<file path="src/rtl/mem_wb_stage_pkg.sv">
// ---------------------------------------------------------------------------
// mem_wb_stage_pkg
// Shared definitions for the MEM/WB back-end of the 8-bit pipelined CPU:
// default datapath widths and the memory-control encoding that travels
// with each instruction from EX into MEM and WB.
// ---------------------------------------------------------------------------
package mem_wb_stage_pkg;

    localparam int DATA_W = 8;
    localparam int ADDR_W = 8;
    localparam int REG_W  = 4;

    typedef enum logic [1:0] {
        MC_ALU = 2'b00,
        MC_ST  = 2'b01,
        MC_LD  = 2'b10,
        MC_NOP = 2'b11
    } mem_ctrl_e;

    // Only ALU results and load data ever reach the register file.
    function automatic logic ctrl_writes_reg(input mem_ctrl_e ctrl);
        return (ctrl == MC_ALU) || (ctrl == MC_LD);
    endfunction

endpackage

</file>
<file path="src/rtl/mem_wb_stage_data_ram.sv">
// ---------------------------------------------------------------------------
// mem_wb_stage_data_ram
// Single-port data RAM, 2**ADDR_W x DATA_W. Synchronous write, registered
// read. No reset: contents survive a pipeline reset.
// Ports:
//   clk    clock
//   we     write enable (write wdata to addr on rising edge)
//   re     read enable (capture mem[addr] into rdata on rising edge)
//   addr   shared read/write address
//   wdata  write data
//   rdata  registered read data (old contents on a same-edge write)
// ---------------------------------------------------------------------------
module mem_wb_stage_data_ram #(
    parameter int DATA_W = 8,
    parameter int ADDR_W = 8
) (
    input  logic              clk,
    input  logic              we,
    input  logic              re,
    input  logic [ADDR_W-1:0] addr,
    input  logic [DATA_W-1:0] wdata,
    output logic [DATA_W-1:0] rdata
);

    logic [DATA_W-1:0] mem [0:(2**ADDR_W)-1];

    always_ff @(posedge clk) begin
        if (we) begin
            mem[addr] <= wdata;
        end
        if (re) begin
            rdata <= mem[addr];
        end
    end

endmodule

</file>
<file path="src/rtl/mem_wb_stage.sv">
// ---------------------------------------------------------------------------
// mem_wb_stage
// MEM and WB back-end of the 8-bit pipelined CPU: EX/MEM register, data RAM,
// MEM/WB register, forwarding sources for the EX stage and the branch
// redirect/squash path.
// Ports:
//   clk, rst_n        clock, synchronous active-low reset
//   stall             hold both pipeline registers, block RAM write
//   ex_regwrt         EX instruction writes a register
//   ex_mem_ctrl       memory control (ALU / store / load / NOP)
//   ex_alu_result     ALU result, also the RAM address for load/store
//   ex_store_data     store data
//   ex_dest           destination register index
//   ex_branch_taken   branch condition hits, any bit set = taken
//   ex_branch_target  branch target PC
//   MEM_regwrt/data/dest  MEM-stage forwarding source (ALU ops only)
//   WB_regwrt/data/dest   regfile write port and WB forwarding source
//   mem_is_load       valid load in MEM, for the hazard unit
//   pc_redirect       load pc_target into the PC
//   pc_target         redirect address
//   flush             squash IF/ID, same as pc_redirect
// ---------------------------------------------------------------------------
module mem_wb_stage
    import mem_wb_stage_pkg::*;
#(
    parameter int DATA_W = mem_wb_stage_pkg::DATA_W,
    parameter int ADDR_W = mem_wb_stage_pkg::ADDR_W,
    parameter int REG_W  = mem_wb_stage_pkg::REG_W
) (
    input  logic              clk,
    input  logic              rst_n,
    input  logic              stall,
    input  logic              ex_regwrt,
    input  logic [1:0]        ex_mem_ctrl,
    input  logic [DATA_W-1:0] ex_alu_result,
    input  logic [DATA_W-1:0] ex_store_data,
    input  logic [REG_W-1:0]  ex_dest,
    input  logic [3:0]        ex_branch_taken,
    input  logic [ADDR_W-1:0] ex_branch_target,
    output logic              MEM_regwrt,
    output logic [DATA_W-1:0] MEM_data,
    output logic [REG_W-1:0]  MEM_dest,
    output logic              WB_regwrt,
    output logic [DATA_W-1:0] WB_data,
    output logic [REG_W-1:0]  WB_dest,
    output logic              mem_is_load,
    output logic              pc_redirect,
    output logic [ADDR_W-1:0] pc_target,
    output logic              flush
);

    // EX/MEM register
    logic              m_valid;
    logic              m_regwrt;
    mem_ctrl_e         m_ctrl;
    logic [DATA_W-1:0] m_alu;
    logic [DATA_W-1:0] m_store;
    logic [REG_W-1:0]  m_dest;
    logic [3:0]        m_taken;
    logic [ADDR_W-1:0] m_target;

    // MEM/WB register
    logic              w_valid;
    logic              w_regwrt;
    mem_ctrl_e         w_ctrl;
    logic [DATA_W-1:0] w_alu;
    logic [REG_W-1:0]  w_dest;

    logic              redirect;
    logic              ram_we;
    logic              ram_re;
    logic [DATA_W-1:0] ram_rdata;

    // A taken branch in MEM redirects for exactly one cycle: the instruction
    // latched behind it is marked invalid, so it cannot redirect again.
    // During a stall m_* holds, so the redirect is held rather than repeated.
    assign redirect = m_valid & (|m_taken);

    always_ff @(posedge clk) begin
        if (!rst_n) begin
            m_valid  <= 1'b0;
            m_regwrt <= 1'b0;
            m_ctrl   <= MC_ALU;
            m_alu    <= '0;
            m_store  <= '0;
            m_dest   <= '0;
            m_taken  <= '0;
            m_target <= '0;
        end else if (!stall) begin
            m_valid  <= ~redirect;
            m_regwrt <= ex_regwrt;
            m_ctrl   <= mem_ctrl_e'(ex_mem_ctrl);
            m_alu    <= ex_alu_result;
            m_store  <= ex_store_data;
            m_dest   <= ex_dest;
            m_taken  <= ex_branch_taken;
            m_target <= ex_branch_target;
        end
    end

    always_ff @(posedge clk) begin
        if (!rst_n) begin
            w_valid  <= 1'b0;
            w_regwrt <= 1'b0;
            w_ctrl   <= MC_ALU;
            w_alu    <= '0;
            w_dest   <= '0;
        end else if (!stall) begin
            w_valid  <= m_valid;
            w_regwrt <= m_regwrt;
            w_ctrl   <= m_ctrl;
            w_alu    <= m_alu;
            w_dest   <= m_dest;
        end
    end

    // rst_n gates the write so a reset edge discards a store sitting in MEM.
    // The read register also holds under stall so WB_data stays frozen.
    assign ram_we = rst_n & ~stall & m_valid & (m_ctrl == MC_ST);
    assign ram_re = ~stall;

    mem_wb_stage_data_ram #(
        .DATA_W (DATA_W),
        .ADDR_W (ADDR_W)
    ) u_ram (
        .clk   (clk),
        .we    (ram_we),
        .re    (ram_re),
        .addr  (m_alu[ADDR_W-1:0]),
        .wdata (m_store),
        .rdata (ram_rdata)
    );

    // Load data is not available until WB, so MEM forwards ALU ops only.
    assign MEM_regwrt  = m_valid & m_regwrt & (m_ctrl == MC_ALU);
    assign MEM_data    = m_alu;
    assign MEM_dest    = m_dest;
    assign mem_is_load = m_valid & (m_ctrl == MC_LD);

    assign WB_regwrt   = w_valid & w_regwrt & ctrl_writes_reg(w_ctrl);
    assign WB_data     = (w_ctrl == MC_LD) ? ram_rdata : w_alu;
    assign WB_dest     = w_dest;

    assign pc_redirect = redirect;
    assign flush       = redirect;
    assign pc_target   = m_target;

endmodule

</file>
<file path="config.mk">
export PLATFORM = sky130hd
export DESIGN_NAME = mem_wb_stage
export DESIGN_NICKNAME = d
export VERILOG_FILES = /design/src/rtl/mem_wb_stage_pkg.sv /design/src/rtl/mem_wb_stage_data_ram.sv /design/src/rtl/mem_wb_stage.sv
export SDC_FILE = /design/constraint.sdc
export NUM_CORES = 2
export LEC_CHECK = 0
export ABC_AREA = 1
export BUFFER_PORTS_ARGS = -buffer_cell sky130_fd_sc_hd__buf_4
export CORE_MARGIN = 2
export CORE_UTILIZATION = 50
export CTS_CLUSTER_DIAMETER = 30
export DETAILED_ROUTE_END_ITERATION = 10
export PLACE_DENSITY = 0.67
export SETUP_SLACK_MARGIN = 0.5
export SYNTH_ARGS = -nofsm -noshare
export SYNTH_HDL_FRONTEND = slang
export SYNTH_SLANG_ARGS = --single-unit
</file>
<file path="constraint.sdc">
create_clock -name clk -period 5.7 [get_ports clk]
set_input_delay 1.14 -clock clk [delete_from_list [all_inputs] [get_ports clk]]
set_output_delay 1.14 -clock clk [all_outputs]
set_load 0.01 [all_outputs]
</file>
==> out/metrics.yaml <==
grt.total_usage_pct: 26.84
portBuffers: 74
place_hpwl_um: 133000
path_buf_inv: 3
drtPass1Iterations: 6
cp.required_ns: 4.56
crit_path_start_kind: "flop"
relSlewSlack_pct: 20.05
cts_resized: 0
cp_max_fo: 197
drv_slew: 0
postSynthCellCount: 8032
cts_tree: "yes"
syn_to_final_growth_pct: 18.76
antenna_found_initial: 7
fin_area_um2: 103100
worstPathArrival_ns: 3.15
fin_crit_ns: 4.294
outcome: "finished, final reports clean"
dieArea_um2: 176900
route.detailed.drc: 0
synth_nets: 8070
ant_nets: 0
final_nets: 8170
dr_total_vias: 60050
cap_violations: 0
grt_pass1_wl_um: 354600
rows: 152
drt_iter0_drc: 7589
slowest_stage: "buf_12"
cts.reportedPaths.clkPinSlew_ns: 0.05
cts_buffers: 409
critical-path-top-delay-family: "buffers and inverters"
gp_congestion: 0.9138
start_util_pct: 50.43
grt_setup_unrepaired: "false"
globalRouteOverflowTotal: 0
powerDensity_nw_per_um2: 422.6
p_total_mw: 43.56
critPathKind: "reg -> out"
ir_worst_vdd_uv: 288.0
hold_viol: 0
grt_pass1_vias: 57960
min_path_type: "reg -> reg"
place_area_um2: 89170
path_cells: "buf_12, buf_12, buf_4"
synthesis.area_um2: 86800
cpPeakStageDelay_ns: 0.67
drt_wl_total_um: 240100
synthesis.yosys.warnings: 0
fp.dieW_um: 420.7
worstSetupEndpointType: "output pin"
path_common_cell: "buf_12"
setup_violations: 0
tns_ns: 0
cts_root_buf: "clkbuf_16"
htree_num_levels: 5
cts_sinks: 2108
clk_latency_ns: 0.96
clockBufferDepth: 4
p_leak_nw: 40.54
yosysUniqueCellTypes: 23
io_pins: 75
fill_cells: 13400
post-route-period-util_pct: 75.33
cts_setup_buffers: 0
wl_per_cell_um: 22.29
cts_hold_buf: 0
viasPerCell: 5.573
synth.avg_cell_area_um2: 10.81
ys_ff_latch: 2108
die_height_um: 420.7
fmax_mhz: 232.9
coreArea_um2: 172100
grt_max_degree: 198
drive_above_1_share_pct: 10.47
fin_skew_ns: 0.1032
ys_seq_area_share_pct: 72.33
worstMarginPinSlew_ns: 1.195
[cells in the mapped netlist]
master    count  share of area [%]
a211oi_1      1             0.0087
a21oi_1      15              0.086
buf_1        36               0.16
buf_2       253                1.5
buf_4         7              0.061
buf_6        10               0.13
clkbuf_1    166               0.72
clkinv_1      2             0.0087
dfxtp_1      52                1.2
edfxtp_1   2056                 71
inv_1        14              0.061
inv_2         4              0.017
mux2_2        8               0.10
nand2_1    4114                 18
nand3_1     560                3.2
nand4_1     128               0.92
nor2_1      420                1.8
nor2_4        1              0.013
nor3_1        1             0.0058
nor3_2        4              0.046
nor4_1        2              0.014
o21ai_0      79               0.46
o21ai_1      99               0.57
[state kept, by name, indices dropped and copies added, names as in the netlist]
| register | count |
|---|---|
| w_valid | 1 |
| w_ctrl | 2 |
| pc_target | 8 |
| m_taken | 4 |
| w_regwrt | 1 |
| WB_dest | 4 |
| u_ram.rdata | 8 |
| m_ctrl | 2 |
| u_ram.mem | 2048 |
| m_store | 8 |
| MEM_dest | 4 |
| w_alu | 8 |
| m_valid | 1 |
| MEM_data | 8 |
| m_regwrt | 1 |
[worst min-delay path: cells and delay by family, from the launching register on]
kind	cells	cell delay, ns
compound gates	1	0.06
flops	1	0.30
simple gates	1	0.06
[through the flow]
step | instances | hold slack, ns | util (%) | setup WS (ns)
global route | 10770 | 0.4650 | 59.89 | 1.318
finish | 10780 | 0.4741 | 59.89 | 1.406
detailed placement | 10030 | 0.4637 | 51.81 | 1.259
floorplan | 8032 | 0.4438 | - | 1.447
global placement | 10030 | 0.4655 | 51.81 | 1.395
CTS | 10770 | 0.4296 | 59.89 | 1.445
[final timing paths]
kind / startpoint / to / slack [ns] / cells past startpoint
setup / recovery: MEM_data[0] / MEM_data[0] / 1.41 / 3
hold / removal: w_valid / w_valid / 0.47 / 2
setup reg to reg: MEM_data[1] / u_ram.mem[191][4] / 1.65 / 4
hold reg to reg: w_valid / w_valid / 0.47 / 2
[cell usage in the layout (no fill, tap or decap)]
| master | instances |
|---|---|
| nand4_1 | 128 |
| inv_1 | 14 |
| clkinv_2 | 53 |
| clkinvlp_4 | 58 |
| buf_12 | 26 |
| clkinv_1 | 45 |
| edfxtp_1 | 2056 |
| dfxtp_4 | 10 |
| dfxtp_1 | 42 |
| clkinv_4 | 33 |
| clkbuf_16 | 416 |
| a21oi_1 | 15 |
| nor3_1 | 1 |
| nand2_1 | 4099 |
| mux2_2 | 8 |
| inv_2 | 2 |
| o21ai_0 | 79 |
| clkbuf_1 | 21 |
| nand2_2 | 15 |
| bufinv_16 | 55 |
| clkinv_8 | 4 |
| a211oi_1 | 1 |
| nor2_4 | 6 |
| buf_4 | 135 |
| o21ai_1 | 99 |
| nor2_1 | 415 |
| inv_8 | 13 |
| inv_6 | 40 |
| diode_2 | 2 |
| nor3_2 | 4 |
| inv_16 | 1 |
| clkbuf_8 | 3 |
| nand3_1 | 560 |
| nor4_1 | 2 |
| inv_4 | 4 |
[cell type report]
cell class                 count  area (µm²)  share of cell area (%)
sequential                  2108       62820                   60.94
multi-input combinational   5432       21830                   21.18
clock buffer                 440       10530                   10.22
clock inverter               302        3382                   3.281
tap                         2310        2890                   2.804
timing repair buffer         161        1534                   1.488
inverter                      20       95.09                 0.09225
antenna                        2       5.005                0.004855
[report_power, final]
| group | switching (mW) | internal [mW] | total, mW |
|---|---|---|---|
| clock | 8.08 | 15.9 | 24.0 |
| sequential | 0.0994 | 17.1 | 17.2 |
| combinational | 1.82 | 0.520 | 2.34 |
| total | 10.0 | 33.6 | 43.6 |
[per-layer routing]
| metal | global-route usage [%] | share of wire [%] | vias to the layer above | wire length, µm |
|---|---|---|---|---|
| li1 | - | - | 27410 | - |
| met1 | 36.37 | 40 | 28760 | 95180 |
| met2 | 42.79 | 47 | 3330 | 112400 |
| met3 | 4.803 | 9.6 | 548 | 23080 |
| met4 | 11.48 | 3.9 | 2 | 9484 |
| met5 | 0 | 0.0037 | - | 9 |
[logic make-up (layout without fill, tap and decap cells)]
group | Yosys count | in the layout | share of synthesized area [%]
AND/OR/NAND/NOR | 5230 | 5230 | 23.84
flip-flops | 2108 | 2108 | 72.33
buffers and inverters | 492 | 923 | 2.609
AO/OA/AOI/OAI | 194 | 194 | 1.121
multiplexers | 8 | 8 | 0.1038
other | 0 | 2 | 0
Note: power is estimated with default switching activity, not from simulation.
